<file path="config.mk">
export PLATFORM = sky130hd
export DESIGN_NAME = state_trace_dumper
export DESIGN_NICKNAME = d
export VERILOG_FILES = /design/src/rtl/trace_pkg.sv /design/src/rtl/shadow_regfile.sv /design/src/rtl/state_trace_dumper.sv
export SDC_FILE = /design/constraint.sdc
export NUM_CORES = 1
export LEC_CHECK = 0
export BUFFER_PORTS_ARGS = -buffer_cell sky130_fd_sc_hd__buf_2
export CAP_MARGIN = 0
export CORE_AREA = 2 2 303 305
export CTS_CLUSTER_DIAMETER = 200
export DETAILED_ROUTE_END_ITERATION = 8
export DIE_AREA = 0 0 305 307
export PLACE_DENSITY = 0.71
export SLEW_MARGIN = 20
export SYNTH_ARGS = -nofsm -noshare
export SYNTH_HDL_FRONTEND = slang
export SYNTH_SLANG_ARGS = --single-unit
</file>
<file path="constraint.sdc">
create_clock -name clk -period 10.2 [get_ports clk]
set_input_delay 1.02 -clock clk [delete_from_list [all_inputs] [get_ports clk]]
set_output_delay 1.02 -clock clk [all_outputs]
set_load 0.05 [all_outputs]
</file>
<file path="src/rtl/trace_pkg.sv">
// Shared types and constants for the architectural state trace dumper.
package trace_pkg;

  typedef enum logic [2:0] {
    ST_IDLE = 3'd0,
    ST_HDR  = 3'd1,
    ST_RD   = 3'd2,
    ST_CHK  = 3'd3,
    ST_EMIT = 3'd4,
    ST_SEP  = 3'd5
  } state_e;

  // Special tags sit just above the register index range: tag = NUM_REGS + offset.
  localparam int unsigned TAG_HDR_OFS = 0;
  localparam int unsigned TAG_SEP_OFS = 1;

  localparam int unsigned DROP_W = 16;

  function automatic logic [DROP_W-1:0] sat_inc(input logic [DROP_W-1:0] v);
    return (&v) ? v : v + DROP_W'(1);
  endfunction

endpackage

</file>
<file path="src/rtl/shadow_regfile.sv">
// Shadow copy of the last dumped register values, with per-entry valid bits.
module shadow_regfile #(
  parameter int unsigned XLEN     = 32,
  parameter int unsigned NUM_REGS = 32,
  parameter int unsigned AW       = 5
) (
  input  logic            clk,
  input  logic            rst,
  input  logic            i_we,
  input  logic [AW-1:0]   i_waddr,
  input  logic [XLEN-1:0] i_wdata,
  input  logic [AW-1:0]   i_raddr,
  output logic [XLEN-1:0] o_rdata_c,
  output logic            o_rvalid_c
);

  logic [XLEN-1:0]     r_mem [NUM_REGS];
  logic [NUM_REGS-1:0] r_vld;

  // Data array carries no reset; the valid bits alone gate its use.
  always_ff @(posedge clk) begin
    if (i_we) r_mem[i_waddr] <= i_wdata;
  end

  always_ff @(posedge clk) begin
    if (rst) begin
      r_vld <= '0;
    end else if (i_we) begin
      r_vld[i_waddr] <= 1'b1;
    end
  end

  assign o_rdata_c  = r_mem[i_raddr];
  assign o_rvalid_c = r_vld[i_raddr];

endmodule

</file>
<file path="src/rtl/state_trace_dumper.sv">
// Streams a PC header, full or changed-only register values, and a count
// separator each time the processor signals entry to its fetch state.
module state_trace_dumper
  import trace_pkg::*;
#(
  parameter int unsigned XLEN     = 32,
  parameter int unsigned NUM_REGS = 32,
  parameter int unsigned TAGW     = $clog2(NUM_REGS + 2)
) (
  input  logic                        clk,
  input  logic                        rst,
  input  logic                        trigger,
  input  logic [XLEN-1:0]             pc_in,
  input  logic                        mode,
  output logic [$clog2(NUM_REGS)-1:0] rf_raddr,
  input  logic [XLEN-1:0]             rf_rdata,
  output logic                        out_valid,
  input  logic                        out_ready,
  output logic [TAGW-1:0]             out_tag,
  output logic [XLEN-1:0]             out_data,
  output logic                        busy,
  output logic [15:0]                 dropped_cnt
);

  localparam int unsigned IW = $clog2(NUM_REGS);
  localparam int unsigned CW = $clog2(NUM_REGS + 1);
  localparam logic [TAGW-1:0] TAG_HDR = TAGW'(NUM_REGS + TAG_HDR_OFS);
  localparam logic [TAGW-1:0] TAG_SEP = TAGW'(NUM_REGS + TAG_SEP_OFS);

  state_e          r_state, w_state_nxt;
  logic [IW-1:0]   r_idx, w_idx_nxt;
  logic [CW-1:0]   r_cnt, w_cnt_nxt;
  logic            r_mode;
  logic            r_valid, w_valid_nxt;
  logic [TAGW-1:0] r_tag, w_tag_nxt;
  logic [XLEN-1:0] r_data, w_data_nxt;
  logic            r_busy;
  logic [15:0]     r_dropped;

  logic            w_xfer;
  logic            w_last;
  logic            w_changed;
  logic            w_sh_we;
  logic [XLEN-1:0] w_sh_rdata;
  logic            w_sh_rvalid;

  assign w_xfer    = r_valid & out_ready;
  assign w_last    = (r_idx == IW'(NUM_REGS - 1));
  assign w_changed = ~r_mode | ~w_sh_rvalid | (w_sh_rdata != rf_rdata);

  shadow_regfile #(
    .XLEN     (XLEN),
    .NUM_REGS (NUM_REGS),
    .AW       (IW)
  ) u_shadow (
    .clk        (clk),
    .rst        (rst),
    .i_we       (w_sh_we),
    .i_waddr    (r_idx),
    .i_wdata    (r_data),
    .i_raddr    (r_idx),
    .o_rdata_c  (w_sh_rdata),
    .o_rvalid_c (w_sh_rvalid)
  );

  // Next-state and next-record selection; the record registers only change
  // on a state change, so a stalled record holds by construction.
  always_comb begin
    w_state_nxt = r_state;
    w_idx_nxt   = r_idx;
    w_cnt_nxt   = r_cnt;
    w_tag_nxt   = r_tag;
    w_data_nxt  = r_data;
    w_sh_we     = 1'b0;

    case (r_state)
      ST_IDLE: begin
        if (trigger) begin
          w_state_nxt = ST_HDR;
          w_idx_nxt   = '0;
          w_cnt_nxt   = '0;
          w_tag_nxt   = TAG_HDR;
          w_data_nxt  = pc_in;
        end
      end
      ST_HDR: begin
        if (w_xfer) w_state_nxt = ST_RD;
      end
      ST_RD: begin
        w_state_nxt = ST_CHK;
      end
      ST_CHK: begin
        if (w_changed) begin
          w_state_nxt = ST_EMIT;
          w_tag_nxt   = TAGW'(r_idx);
          w_data_nxt  = rf_rdata;
        end else if (w_last) begin
          w_state_nxt = ST_SEP;
          w_tag_nxt   = TAG_SEP;
          w_data_nxt  = XLEN'(r_cnt);
        end else begin
          w_state_nxt = ST_RD;
          w_idx_nxt   = r_idx + IW'(1);
        end
      end
      ST_EMIT: begin
        if (w_xfer) begin
          w_sh_we   = 1'b1;
          w_cnt_nxt = r_cnt + CW'(1);
          if (w_last) begin
            w_state_nxt = ST_SEP;
            w_tag_nxt   = TAG_SEP;
            w_data_nxt  = XLEN'(r_cnt + CW'(1));
          end else begin
            w_state_nxt = ST_RD;
            w_idx_nxt   = r_idx + IW'(1);
          end
        end
      end
      ST_SEP: begin
        if (w_xfer) w_state_nxt = ST_IDLE;
      end
      default: begin
        w_state_nxt = ST_IDLE;
      end
    endcase

    w_valid_nxt = (w_state_nxt == ST_HDR) || (w_state_nxt == ST_EMIT) ||
                  (w_state_nxt == ST_SEP);
  end

  always_ff @(posedge clk) begin
    if (rst) begin
      r_state <= ST_IDLE;
      r_idx   <= '0;
      r_cnt   <= '0;
      r_mode  <= 1'b0;
      r_valid <= 1'b0;
      r_tag   <= '0;
      r_data  <= '0;
      r_busy  <= 1'b0;
    end else begin
      r_state <= w_state_nxt;
      r_idx   <= w_idx_nxt;
      r_cnt   <= w_cnt_nxt;
      r_valid <= w_valid_nxt;
      r_tag   <= w_tag_nxt;
      r_data  <= w_data_nxt;
      r_busy  <= (w_state_nxt != ST_IDLE);
      if (r_state == ST_IDLE && trigger) r_mode <= mode;
    end
  end

  // Any trigger outside IDLE is lost, including one on the final SEP transfer.
  always_ff @(posedge clk) begin
    if (rst) begin
      r_dropped <= '0;
    end else if (trigger && r_state != ST_IDLE) begin
      r_dropped <= sat_inc(r_dropped);
    end
  end

  assign rf_raddr    = r_idx;
  assign out_valid   = r_valid;
  assign out_tag     = r_tag;
  assign out_data    = r_data;
  assign busy        = r_busy;
  assign dropped_cnt = r_dropped;

endmodule

</file>
* Yosys cells after proc, flatten, opt, wreduce, memory -nomap -nowiden
Memories as Yosys holds them, arrays and structs flattened. A register that Yosys moved wholly into a read port is not among the register bits.
Cells that the tools add are included.
** Storage, ports and cells
- Output and inout bits :: 61
- Memory bits (writable) :: 1024
- Memories :: 1
- Flip-flop bits (word level) :: 103
** Memory list
- u_shadow.r_mem :: depth 32, bits a word 32, rd ports 1, clocked after memory_dff 1, write ports 1, line shadow_regfile.sv:17 : logic [XLEN-1:0] r_mem [NUM_REGS];
** Cells by class
- Magnitude comparators :: 2
- Bitwise logic cells :: 7
- Reductions and logical operators :: 16
- Add/sub/neg operators :: 4
- Equality and inequality tests :: 15
- Mux-type cells :: 36
** Operators with widths (number)
- $mux 32 :: 5
- $pmux 32 s3 :: 1
- $mux 6 :: 6
- $ne 32x32->1 :: 1
- $or 32x32->32 :: 1
- $mux 5 :: 6
- $mux 3 :: 6
- $pmux 3 s6 :: 1
- $pmux 6 s3 :: 1
- $add 16x1->16 const B :: 1
- $reduce_and 16->1 :: 1
- $pmux 5 s3 :: 1
- $eq 3x3->1 const B :: 4
- $pmux 6 s2 :: 1
- $reduce_bool 3->1 :: 3
- $ne 2x2->1 const B :: 4
- $add 6x1->7 const B :: 1
- $add 6x1->6 const B :: 1
- $eq 3x1->1 const B :: 2
- $eq 3x2->1 const B :: 2
- $lt 5x6->1 const B :: 1
- $mux 1 :: 6
- $reduce_and 3->1 :: 2
- $add 5x1->5 const B :: 1
- other kinds (15) :: 21

* Logic depth before layout (Yosys ltp)
- Depth in word-level cells :: 10
- Gate-level depth with buffers :: 16
- Gate-level depth less buffers :: 10

* Hierarchy
A second synthesis with hierarchy kept.
** Second synthesis, totals
- Cells, all modules :: 2821
- Area, all modules :: 44823.0 um^2
** By module, submodules not included
- shadow_regfile :: seq. area each 31390.1 um^2, times used 1, cells an instance 2366, area each 41083.2 um^2
- state_trace_dumper :: seq. area each 1421.4 um^2, times used 1, cells an instance 455, area each 3739.8 um^2

* Worst setup path before layout
Ideal clock, no wire load.
- Kind :: reg2reg
- Start :: register r_idx[2] (netlist: rf_raddr[2])
- End :: memory u_shadow.r_mem[31][0] (enable)
- Path buffers :: 2
- Path slack :: 5.988 ns
- Setup time :: 0.463 ns
- Arrival :: 3.748 ns
- Cell stages (with the launch flop) :: 6
- Cells stage by stage :: dfxtp_1 clkbuf_1 clkbuf_1 and3_1 nand2_1 nor3_1
** RTL lines
- from (decl) :: line state_trace_dumper.sv:31 : logic [IW-1:0] r_idx, w_idx_nxt;
- from (signal assigned) :: line state_trace_dumper.sv:144 : r_idx <= w_idx_nxt;
- to (decl) :: line shadow_regfile.sv:17
No word-level cell before the write port.

==> out/results.txt <==
The run finished with clean final reports. Across the VDD grid, the largest voltage drop is 155 µV. The repair_antennas step left the layout with diodes totalling 0. The number of hold buffers added after CTS was 0. The tools report the total number of nets in the final design as 2705. The number of gates resized after CTS was 0. The first global-routing pass estimated 182 mm of wire. The total count of max-transition violations in the final report was 0; the maximum net fanout on the critical path was 57. The overall die area is 0.0936 mm². The worst setup path is launched from a flop. The clock transition at the registers of the reported paths was 60 ps; the number of clock sinks seen by CTS was 1132. For the finished layout cell area, the log shows 0.0507 mm².

For this design the total switching power over the nets is 2.09 mW. After detailed routing, the average wire length per cell comes to 32.8 µm. Across the routed clock network, the largest skew measured is 31.9 ps.

For the worst setup path, the data required time is 10700 ps. Of all flip-flops after synthesis, the portion carrying an async set or reset was 0%. The residual DRC count was 0; the data arrival at the endpoint of the critical path was 6400 ps.

The average footprint of a synthesized cell was 18.3 µm². The power density normalized to cell area was 190 mW/mm²; the number of detailed-routing iterations run before antenna repair was 8. TritonCTS built the clock tree.

Global routing finished with a remaining overflow of 0. The tools report the number of cells in the finished layout apart from fillers as 3910. Once the floorplan was initialized, standard cells occupied 49.5% of the core. Most common library cell in the layout ignoring fill and taps: edfxtp_1. The tools report the synthesized cell area as 0.0449 mm².

Counting the fill cells in the layout gives 6724. The via count of the first global-routing pass was 25400. In this run, synthesis produced a sequential element count of 1132.

The run gives 0.0471 mm² as the standard cell area after detailed placement. For the final estimated routing congestion in global placement, the log shows 0.921. The count of pins on the block boundary is 130.

The post-synthesis cell count was 2454; the count of buffers from port buffering was 129. Final period demand of the worst path: 5900 ps. In this run switching power makes up 21.7% of total power. Sequential cells burn 54.1% of the power. The aggregate global-route resource usage was 27.3%; the aggregate routed wire length was 128 mm.

The transition time at the pin with the least slew margin came out at 1130 ps. For the final number of hold-violating endpoints, the log shows 0. The total nets after synthesis was 2529. Setup repair after global routing left no endpoint under its margin. Class of the tightest hold or removal check: reg2reg. The H-tree generated during clock tree synthesis spans 3 levels. In this run the post-CTS setup repair buffer count came out at 0. The number of enable flip-flop cells after synthesis works out to 1024. Yosys printed 0 warnings.

The row count came out at 111. Once placement completed, the tool counted placed cells totaling 3703. In the final layout, the share of cells above drive strength 1 is 24.5%. Headroom to the max-slew limit came out at 24.3%. The run gives 25800 as the routed via count.

Vertical die dimension: 307 µm. After detailed routing, the number of vias per cell comes to 6.60. The number of setup violations in the final report is 0, and the utilization after layout is 55.9%.

In this run, the combinational gates consume 4.4% of the power. The core region is 0.0907 mm². Buffers inserted during clock tree synthesis total 111.

The analysis attributes to cell leakage a power of 15.8 nW. Of the total power, the clock network draws 41.4%. The post-route fraction of the period consumed by the critical path came out at 57.8%. The worst setup path is of the reg2reg kind. The achievable frequency is 0.170 GHz. For the worst-skew pair later-pin latency, the log shows 690 ps. In the synthesized netlist the dominant register cell turns out to be edfxtp_1. The maximum clock insertion buffer count is 3, and the width of the die is 305 µm. The cell sitting at the root of the clock tree is a clkbuf_16. The number of antenna violations at the first check in global routing is 0.

The max-cap violation count came out at 0. The worst setup path is captured at a flop. The detail route stage leaves a number of antenna-violating nets equal to 0. For this run, the register share of the synthesized area comes to 73.3%.

After routing, the total negative slack on setup checks comes to 0 ps. In the layout the commonest cells are edfxtp_1, mux2i_1, mux4_2. The DRC marker count from the first detailed-route iteration is 3857, and the number of library cell types mapped by synthesis is 84. The maximum number of pins on one net before global-route repair was 133; the cell internal power dissipation was 7.56 mW. The signed area change from the synthesized netlist to the final layout is 12.8%. The HPWL after detailed placement came out at 71.7 mm.
-- layer usage --
layer | global-route usage, % | part of all wire (%) | vias to the layer above
li1 | - | - | 10300
met1 | 38.5 | 38 | 13400
met2 | 42.0 | 46 | 1804
met3 | 5.40 | 12 | 305
met4 | 10.9 | 4.2 | 0
met5 | 0 | 0 | -
-- cell type report --
cell class	count	area, µm²	share of cell area [%]
inverter	12	45.0	0.0889
tap	1186	1480	2.93
multi-input combinational	1166	11400	22.5
sequential	1132	32900	65.0
clock inverter	68	593	1.17
timing repair buffer	207	1260	2.48
clock buffer	139	2950	5.82
-- worst max-delay path, stage by stage, from the launching register on --
cell and delay, ps:
dfxtp_4 980, buf_4 820, inv_2 500, mux2_2 400
a22oi_1 230, a22oi_1 150, xor2_1 170, nor4_1 680
and4_4 370, nand4_2 560, buf_4 470, a21oi_1 230
a211oi_2 80
-- logic make-up (layout without fill, tap and decap cells) --
family                   count (synthesis)  after routing  synth area share [%]
AO/OA/AOI/OAI                          376            376                  6.16
XOR/XNOR                                40             40                 0.780
adder cells (fa/ha/maj)                  6              6                 0.167
buffers and inverters                  156            426                  1.97
flip-flops                            1132           1132                  73.3
multiplexers                           386            386                  13.7
AND/OR/NAND/NOR                        358            358                  3.95
-- cell usage after synthesis (all sizes together) (5+ instances only) --
library cell / n / area, µm²
a22oi: 77 / 578
dfxtp: 108 / 2160
nor4: 14 / 121
or3: 7 / 43.8
ha: 6 / 75.1
nor2: 114 / 438
nand2b: 7 / 43.8
o22ai: 17 / 106
a22o: 5 / 43.8
a21oi: 86 / 430
nor2b: 18 / 113
a31oi: 16 / 115
nand3: 30 / 150
buf: 87 / 623
nand4: 12 / 81.3
mux2: 12 / 135
o21ai: 39 / 195
a221oi: 27 / 236
mux2i: 192 / 1920
xnor2: 22 / 193
o21a: 27 / 203
nor3: 17 / 96.4
and3: 8 / 50.1
nand2: 96 / 360
and2: 9 / 56.3
inv: 11 / 41.3
edfxtp: 1024 / 30700
clkbuf: 57 / 215
or2: 5 / 31.3
a311oi: 7 / 80.1
xor2: 18 / 158
a211oi: 38 / 425
a32oi: 7 / 61.3
nand3b: 5 / 37.5
mux4: 182 / 4100
-- flip-flops by register name, indices dropped and copies added, names as in the netlist, named ones only --
signal / cells
u_shadow.r_mem: 1024
out_tag: 6
u_shadow.r_vld: 32
out_data: 32
r_cnt: 6
r_state: 3
dropped_cnt: 16
rf_raddr: 5
r_mode: 1
busy: 1
out_valid: 1
-- final timing paths --
path / endpoint / start / cells past startpoint / slack, ps
max: out_data[5] / flop / 12 / 4300
min: u_shadow.r_vld[24] / u_shadow.r_vld[24] / 1 / 470
max reg2reg: out_data[5] / flop / 12 / 4300
min reg2reg: u_shadow.r_vld[24] / u_shadow.r_vld[24] / 1 / 470
-- metrics by stage --
stage / worst slack (ps) / hold WS, ps / total power [mW]
after global routing: 4220 / 482 / 9.87
after CTS: 4450 / 466 / 9.66
after floorplan: 5990 / 435 / 5.56
final: 4300 / 466 / 9.65
after detailed placement: 4480 / 453 / 5.74
after global placement: 4580 / 442 / 5.72
-- power by group through the flow --
stage | Clock [mW] | Combinational (mW) | Sequential, mW
finish | 4.00 | 0.427 | 5.22
floorplan | 0 | 0.186 | 5.37
detailed placement | 0 | 0.420 | 5.32
global placement | 0 | 0.409 | 5.31
CTS | 4.02 | 0.422 | 5.22
global route | 4.20 | 0.448 | 5.23
Note: power is estimated with default switching activity, not from simulation.
